==> config.mk <==
export PLATFORM = sky130hd
export DESIGN_NAME = bucket_count_accumulator
export DESIGN_NICKNAME = d
export VERILOG_FILES = /design/src/rtl/bucket_pkg.sv /design/src/rtl/sat_counter.sv /design/src/rtl/bucket_count_accumulator.sv
export SDC_FILE = /design/constraint.sdc
export NUM_CORES = 1
export LEC_CHECK = 0
export CAP_MARGIN = 15
export CORE_MARGIN = 2
export CORE_UTILIZATION = 30
export DETAILED_ROUTE_END_ITERATION = 8
export PLACE_DENSITY = 0.54
export SETUP_SLACK_MARGIN = 0.02
export SYNTH_ARGS = -nofsm -noshare
export SYNTH_HDL_FRONTEND = slang
export SYNTH_SLANG_ARGS = --single-unit
==> constraint.sdc <==
create_clock -name clk -period 3.8 [get_ports clk]
set_input_delay 0.38 -clock clk [delete_from_list [all_inputs] [get_ports clk]]
set_output_delay 0.38 -clock clk [all_outputs]
set_load 0.005 [all_outputs]
==> src/rtl/bucket_pkg.sv <==
// Shared definitions for the bucket accumulation path.
// Holds the bucket geometry, the weight-code limits, the mapping from
// bucket index to power-of-two weight (shared with the score adder) and
// the accumulator state enum.
package bucket_pkg;

   localparam int N_BUCKETS     = 13;
   localparam int CNT_W         = 8;
   localparam int CODE_W        = 4;
   localparam int ZERO_CODE_MIN = 13;   // codes at or above this carry zero weight

   // Buckets 0..4 hold negative weights, buckets 5..12 positive weights.
   localparam int N_NEG_BUCKETS = 5;
   localparam int N_POS_BUCKETS = N_BUCKETS - N_NEG_BUCKETS;

   typedef enum logic [1:0] {
      IDLE  = 2'd0,
      ACCUM = 2'd1,
      DONE  = 2'd2
   } state_t;

   // Weight sign of a bucket: 1 = negative.
   function automatic logic bucket_is_negative(input int idx);
      return (idx < N_NEG_BUCKETS);
   endfunction

   // Power-of-two exponent of a bucket's weight magnitude.
   // Negative buckets 0..4 -> 2^0..2^4, positive buckets 5..12 -> 2^0..2^7.
   function automatic int bucket_shift(input int idx);
      return (idx < N_NEG_BUCKETS) ? idx : (idx - N_NEG_BUCKETS);
   endfunction

endpackage

==> src/rtl/sat_counter.sv <==
// Saturating up-counter used for one weight bucket.
// Ports:
//   clk, rst_n : clock, asynchronous active-low reset
//   clr        : synchronous clear (wins over inc)
//   inc        : increment request
//   count      : current count, saturates at 2^W-1
//   sat_hit    : increment requested while already at the maximum
module sat_counter #(
   parameter int W = 8
) (
   input  logic         clk,
   input  logic         rst_n,
   input  logic         clr,
   input  logic         inc,
   output logic [W-1:0] count,
   output logic         sat_hit
);

   localparam logic [W-1:0] MAX_VAL = {W{1'b1}};

   logic at_max;

   assign at_max  = (count == MAX_VAL);
   assign sat_hit = inc & at_max;

   always_ff @(posedge clk or negedge rst_n) begin
      if (!rst_n) begin
         count <= '0;
      end else if (clr) begin
         count <= '0;
      end else if (inc && !at_max) begin
         count <= count + 1'b1;
      end
   end

endmodule

==> src/rtl/bucket_count_accumulator.sv <==
// Per-neuron bucket counter: consumes N_INPUTS (pixel, weight code) items
// and counts active pixels per weight code into N_BUCKETS saturating counters.
// Ports:
//   clk, rst_n           : clock, asynchronous active-low reset
//   start                : one-cycle pulse, begins an accumulation (IDLE only)
//   in_valid/in_ready    : item stream handshake
//   in_pixel, in_code    : item payload (code >= 13 means zero weight)
//   out_valid/out_ready  : result handshake
//   out_val              : bucket counts, index 0..12
//   busy                 : not IDLE
//   sat                  : some bucket saturated during this neuron (sticky)
module bucket_count_accumulator
   import bucket_pkg::*;
#(
   parameter int N_INPUTS = 784
) (
   input  logic                              clk,
   input  logic                              rst_n,
   input  logic                              start,
   input  logic                              in_valid,
   output logic                              in_ready,
   input  logic                              in_pixel,
   input  logic [CODE_W-1:0]                 in_code,
   output logic                              out_valid,
   input  logic                              out_ready,
   output logic [N_BUCKETS-1:0][CNT_W-1:0]   out_val,
   output logic                              busy,
   output logic                              sat
);

   localparam int                ITEM_W    = $clog2(N_INPUTS);
   localparam logic [ITEM_W-1:0] LAST_ITEM = ITEM_W'(N_INPUTS - 1);

   state_t               state_reg, state_next;
   logic [ITEM_W-1:0]    item_reg;
   logic                 sat_reg;
   logic                 clr;
   logic                 accept;
   logic                 weighted;
   logic [N_BUCKETS-1:0] inc;
   logic [N_BUCKETS-1:0] sat_hit;

   assign accept   = in_valid & in_ready;
   // Only active pixels with a non-zero-weight code reach a bucket.
   assign weighted = accept & in_pixel & (in_code < CODE_W'(ZERO_CODE_MIN));

   // One-hot decoded increment: at most one bucket moves per cycle.
   // The bucket registers themselves drive out_val, so the result is
   // complete the cycle DONE is entered and holds until the next start.
   generate
      for (genvar gi = 0; gi < N_BUCKETS; gi++) begin : g_bucket
         assign inc[gi] = weighted & (in_code == CODE_W'(gi));

         sat_counter #(
            .W (CNT_W)
         ) u_cnt (
            .clk     (clk),
            .rst_n   (rst_n),
            .clr     (clr),
            .inc     (inc[gi]),
            .count   (out_val[gi]),
            .sat_hit (sat_hit[gi])
         );
      end
   endgenerate

   always_ff @(posedge clk or negedge rst_n) begin
      if (!rst_n) begin
         state_reg <= IDLE;
      end else begin
         state_reg <= state_next;
      end
   end

   always_comb begin
      state_next = state_reg;
      clr        = 1'b0;
      in_ready   = 1'b0;
      out_valid  = 1'b0;
      case (state_reg)
         IDLE: begin
            // in_ready stays low here, so an item offered together with
            // start is never consumed.
            if (start) begin
               clr        = 1'b1;
               state_next = ACCUM;
            end
         end
         ACCUM: begin
            in_ready = 1'b1;
            if (in_valid && (item_reg == LAST_ITEM)) begin
               state_next = DONE;
            end
         end
         DONE: begin
            out_valid = 1'b1;
            if (out_ready) begin
               state_next = IDLE;
            end
         end
         default: begin
            state_next = IDLE;
         end
      endcase
   end

   always_ff @(posedge clk or negedge rst_n) begin
      if (!rst_n) begin
         item_reg <= '0;
         sat_reg  <= 1'b0;
      end else if (clr) begin
         item_reg <= '0;
         sat_reg  <= 1'b0;
      end else begin
         if (accept) begin
            item_reg <= item_reg + 1'b1;
         end
         if (|sat_hit) begin
            sat_reg <= 1'b1;
         end
      end
   end

   assign busy = (state_reg != IDLE);
   assign sat  = sat_reg;

endmodule

==> impl_metrics.env <==
export IMPL_status="completed"
export IMPL_crit_start="in_code[0]"
export IMPL_htreeDepth=4
export IMPL_finish_utilization=0.407
export IMPL_hold_buffers=0
export IMPL_start_kind="primary input"
export IMPL_cts_resized=0
export IMPL_cts_buffers=17
export IMPL_largest_register_ffs=104
export IMPL_relSlewSlack=0.364
export IMPL_critical_path_endpoint="g_bucket[11].u_cnt.count[4]"
export IMPL_synth_seq_area_share=0.467
export IMPL_yosysWarnings=0
export IMPL_start_util=0.308
export IMPL_die_area_mm2=0.0221
export IMPL_cts_tree="built"
export IMPL_ir_drop_uv=276
export IMPL_r2r_slack_ns=1.47
export IMPL_final_setup_tns_ns=0
export IMPL_fill_cells=2013
export IMPL_fin_crit_sh=0.638
export IMPL_reg2reg_to="g_bucket[12].u_cnt.count[4]"
export IMPL_wire_per_inst_um=15.5
export IMPL_num_vias=5219
export IMPL_wl_um=16400
export IMPL_grt_pass1_wl_um=27300
export IMPL_p_sw_mw=0.781
export IMPL_p_per_area_mw_per_mm2=391
export IMPL_setup_worst_path_class="primary input to flop"
export IMPL_synth_edff_count=0
export IMPL_worst_pin_slew_ns=0.947
export IMPL_setup_viol=0
export IMPL_reg2reg_depth=6
export IMPL_required_ns=4.06
export IMPL_drc=0
export IMPL_initialDrtViolationCount=233
export IMPL_finClkSkew_ns=0.0112
export IMPL_layout_min_cycle_time_ns=2.42
export IMPL_critPathMaxFanout=14
export IMPL_synth_async_reset_ratio=1.00
export IMPL_grt_pass1_vias=5129
export IMPL_worstPathArrival_ns=2.68
export IMPL_pwr_share_clk=0.471
export IMPL_clock_sinks=117
export IMPL_combinationalPowerShare=0.097
export IMPL_synth_cell_type_count=53
export IMPL_maxCapViolations=0
export IMPL_syn_inst=656
export IMPL_clk_pin_slew_ns=0.05
export IMPL_area_growth_pct=32.3
export IMPL_dp_hpwl_um=11200
export IMPL_final_cell_mix="119 x nor2_1, 117 x dfrtp_1, 116 x clkdlybuf4s50_1"
export IMPL_synth_seq_cells=117
export IMPL_drv_slew=0
export IMPL_swShare=0.241
export IMPL_groute_usage_overall=0.157
export IMPL_seqPwrFrac=0.432
export IMPL_max_freq_mhz=413
export IMPL_final_net_count=798
export IMPL_rsz0062_at_grt="no"
export IMPL_syn_avg_cell_area_um2=9.56
export IMPL_post_cts_setup_buffers=0
export IMPL_detail_route_antenna_nets=0
export IMPL_die_w_um=149
export IMPL_rr_startpoint="state_reg[1]"
export IMPL_grt_overflow=0
export IMPL_io_pins=118
export IMPL_clock_path_buffers=2
export IMPL_syn_cell_area_mm2=0.00627
export IMPL_gp_congestion=0.784
export IMPL_core_mm2=0.0204
export IMPL_hold_viol=0
export IMPL_min_path_type="primary input to async pin"
export IMPL_numPortBuffers=117
export IMPL_drive_gt1_frac=0.0651
export IMPL_setup_worst_path_end_class="flop"
export IMPL_avgViaCountPerCell=4.95
export IMPL_clk_latency_ns=0.41
export IMPL_root_buffer="clkbuf_16"
export IMPL_synthFlopType="dfrtp_1"
export IMPL_die_h_um=149
export IMPL_grt_antenna_before_repair=0
export IMPL_grt_max_degree=74
export IMPL_p_leak_nw=3.44
export IMPL_synth_nets=680
export IMPL_diodes=0
export IMPL_drt_first_pass_iters=4
export IMPL_layout_commonest_cell="nor2_1"
export IMPL_p_int_mw=2.46
export IMPL_rows=52
[worst min path at each step]
stage	from	end	slack (ns)	cells after the start
finish	rst_n	item_reg[1]	0.02	1
global route	rst_n	item_reg[9]	0.07	1
CTS	rst_n	item_reg[9]	0.04	1
detailed placement	rst_n	item_reg[1]	0.50	1
global placement	rst_n	item_reg[1]	0.50	1
floorplan	rst_n	g_bucket[0].u_cnt.count[0]	0.08	0
[metal layers]
metal,track usage,share of wire,up-vias
li1,-,-,2558
met3,0.0482,0.063,22
met5,0,0,-
met4,0.0648,0.024,0
met2,0.232,0.45,129
met1,0.215,0.47,2510
[worst max-delay path, stage by stage]
cell	delay, ns
clkdlybuf4s50_1	0.88
and2_1	0.35
nand4b_1	0.33
or4b_1	0.59
o21ai_1	0.09
nor2_1	0.05
[power by group through the flow]
| stage | logic (mW) | registers [mW] | clock network [mW] |
|---|---|---|---|
| final | 0.313 | 1.40 | 1.53 |
| after global placement | 0.317 | 1.42 | 0 |
| after CTS | 0.322 | 1.40 | 1.57 |
| after global routing | 0.356 | 1.41 | 1.64 |
| after floorplan | 0.148 | 1.41 | 0 |
| after detailed placement | 0.319 | 1.42 | 0 |
[layout make-up]
type	instances	area, µm²	area share
Clock buffer	25	515	0.0621
Clock inverter	4	45.0	0.00543
Inverter	10	37.5	0.00452
Multi-Input combinational cell	508	3220	0.388
Sequential cell	117	2930	0.353
Tap cell	270	338	0.0407
Timing Repair Buffer	120	1220	0.147
[stage by stage]
stage	total power, mW	worst slack [ns]	instance area [µm²]	hold slack, ns	std cells
after CTS	3.30	1.43	8300	0.0414	1054
after global routing	3.41	1.29	8300	0.0690	1054
after global placement	1.74	1.03	7730	0.497	1025
final	3.24	1.38	8300	0.0245	1054
after floorplan	1.56	1.95	6270	0.0844	656
after detailed placement	1.74	0.999	7730	0.497	1025
[cell usage after synthesis, types with 3 or more instances]
cell      number  area, µm²
nor2_1       119        447
dfrtp_1      117       2930
xnor2_1       54        473
nand2_1       46        173
nand3_1       42        210
nor3_1        31        155
xor2_1        25        219
nand4_1       22        138
nor4_1        18        113
and3_1        14       87.6
ha_1          14        175
o21ai_0       14       70.1
mux2i_1       13        130
a21oi_1       12       60.1
clkbuf_1      12       45.0
inv_1         10       37.5
and4_1         8       70.1
or3_1          7       43.8
and2_1         6       37.5
buf_2          5       25.0
nand3b_1       5       37.5
and3b_1        4       35.0
nand4b_1       4       35.0
nor3b_1        4       30.0
buf_1          3       11.3
nand2b_1       3       18.8
nand3_2        3       30.0
nor2b_1        3       18.8
nor4b_1        3       26.3
o211a_1        3       30.0
[cells by family (layout without fill, tap and decap cells)]
group                    after synthesis  after routing  synth area share
AO/OA/AOI/OAI                         44             44            0.0529
XOR/XNOR                              79             79             0.110
adder cells (fa/ha/maj)               14             14            0.0279
buffers and inverters                 31            159            0.0207
flip-flops                           117            117             0.467
multiplexers                          13             13            0.0207
AND/OR/NAND/NOR                      358            358             0.300
No activity file was read; power rests on OpenSTA's default activity.
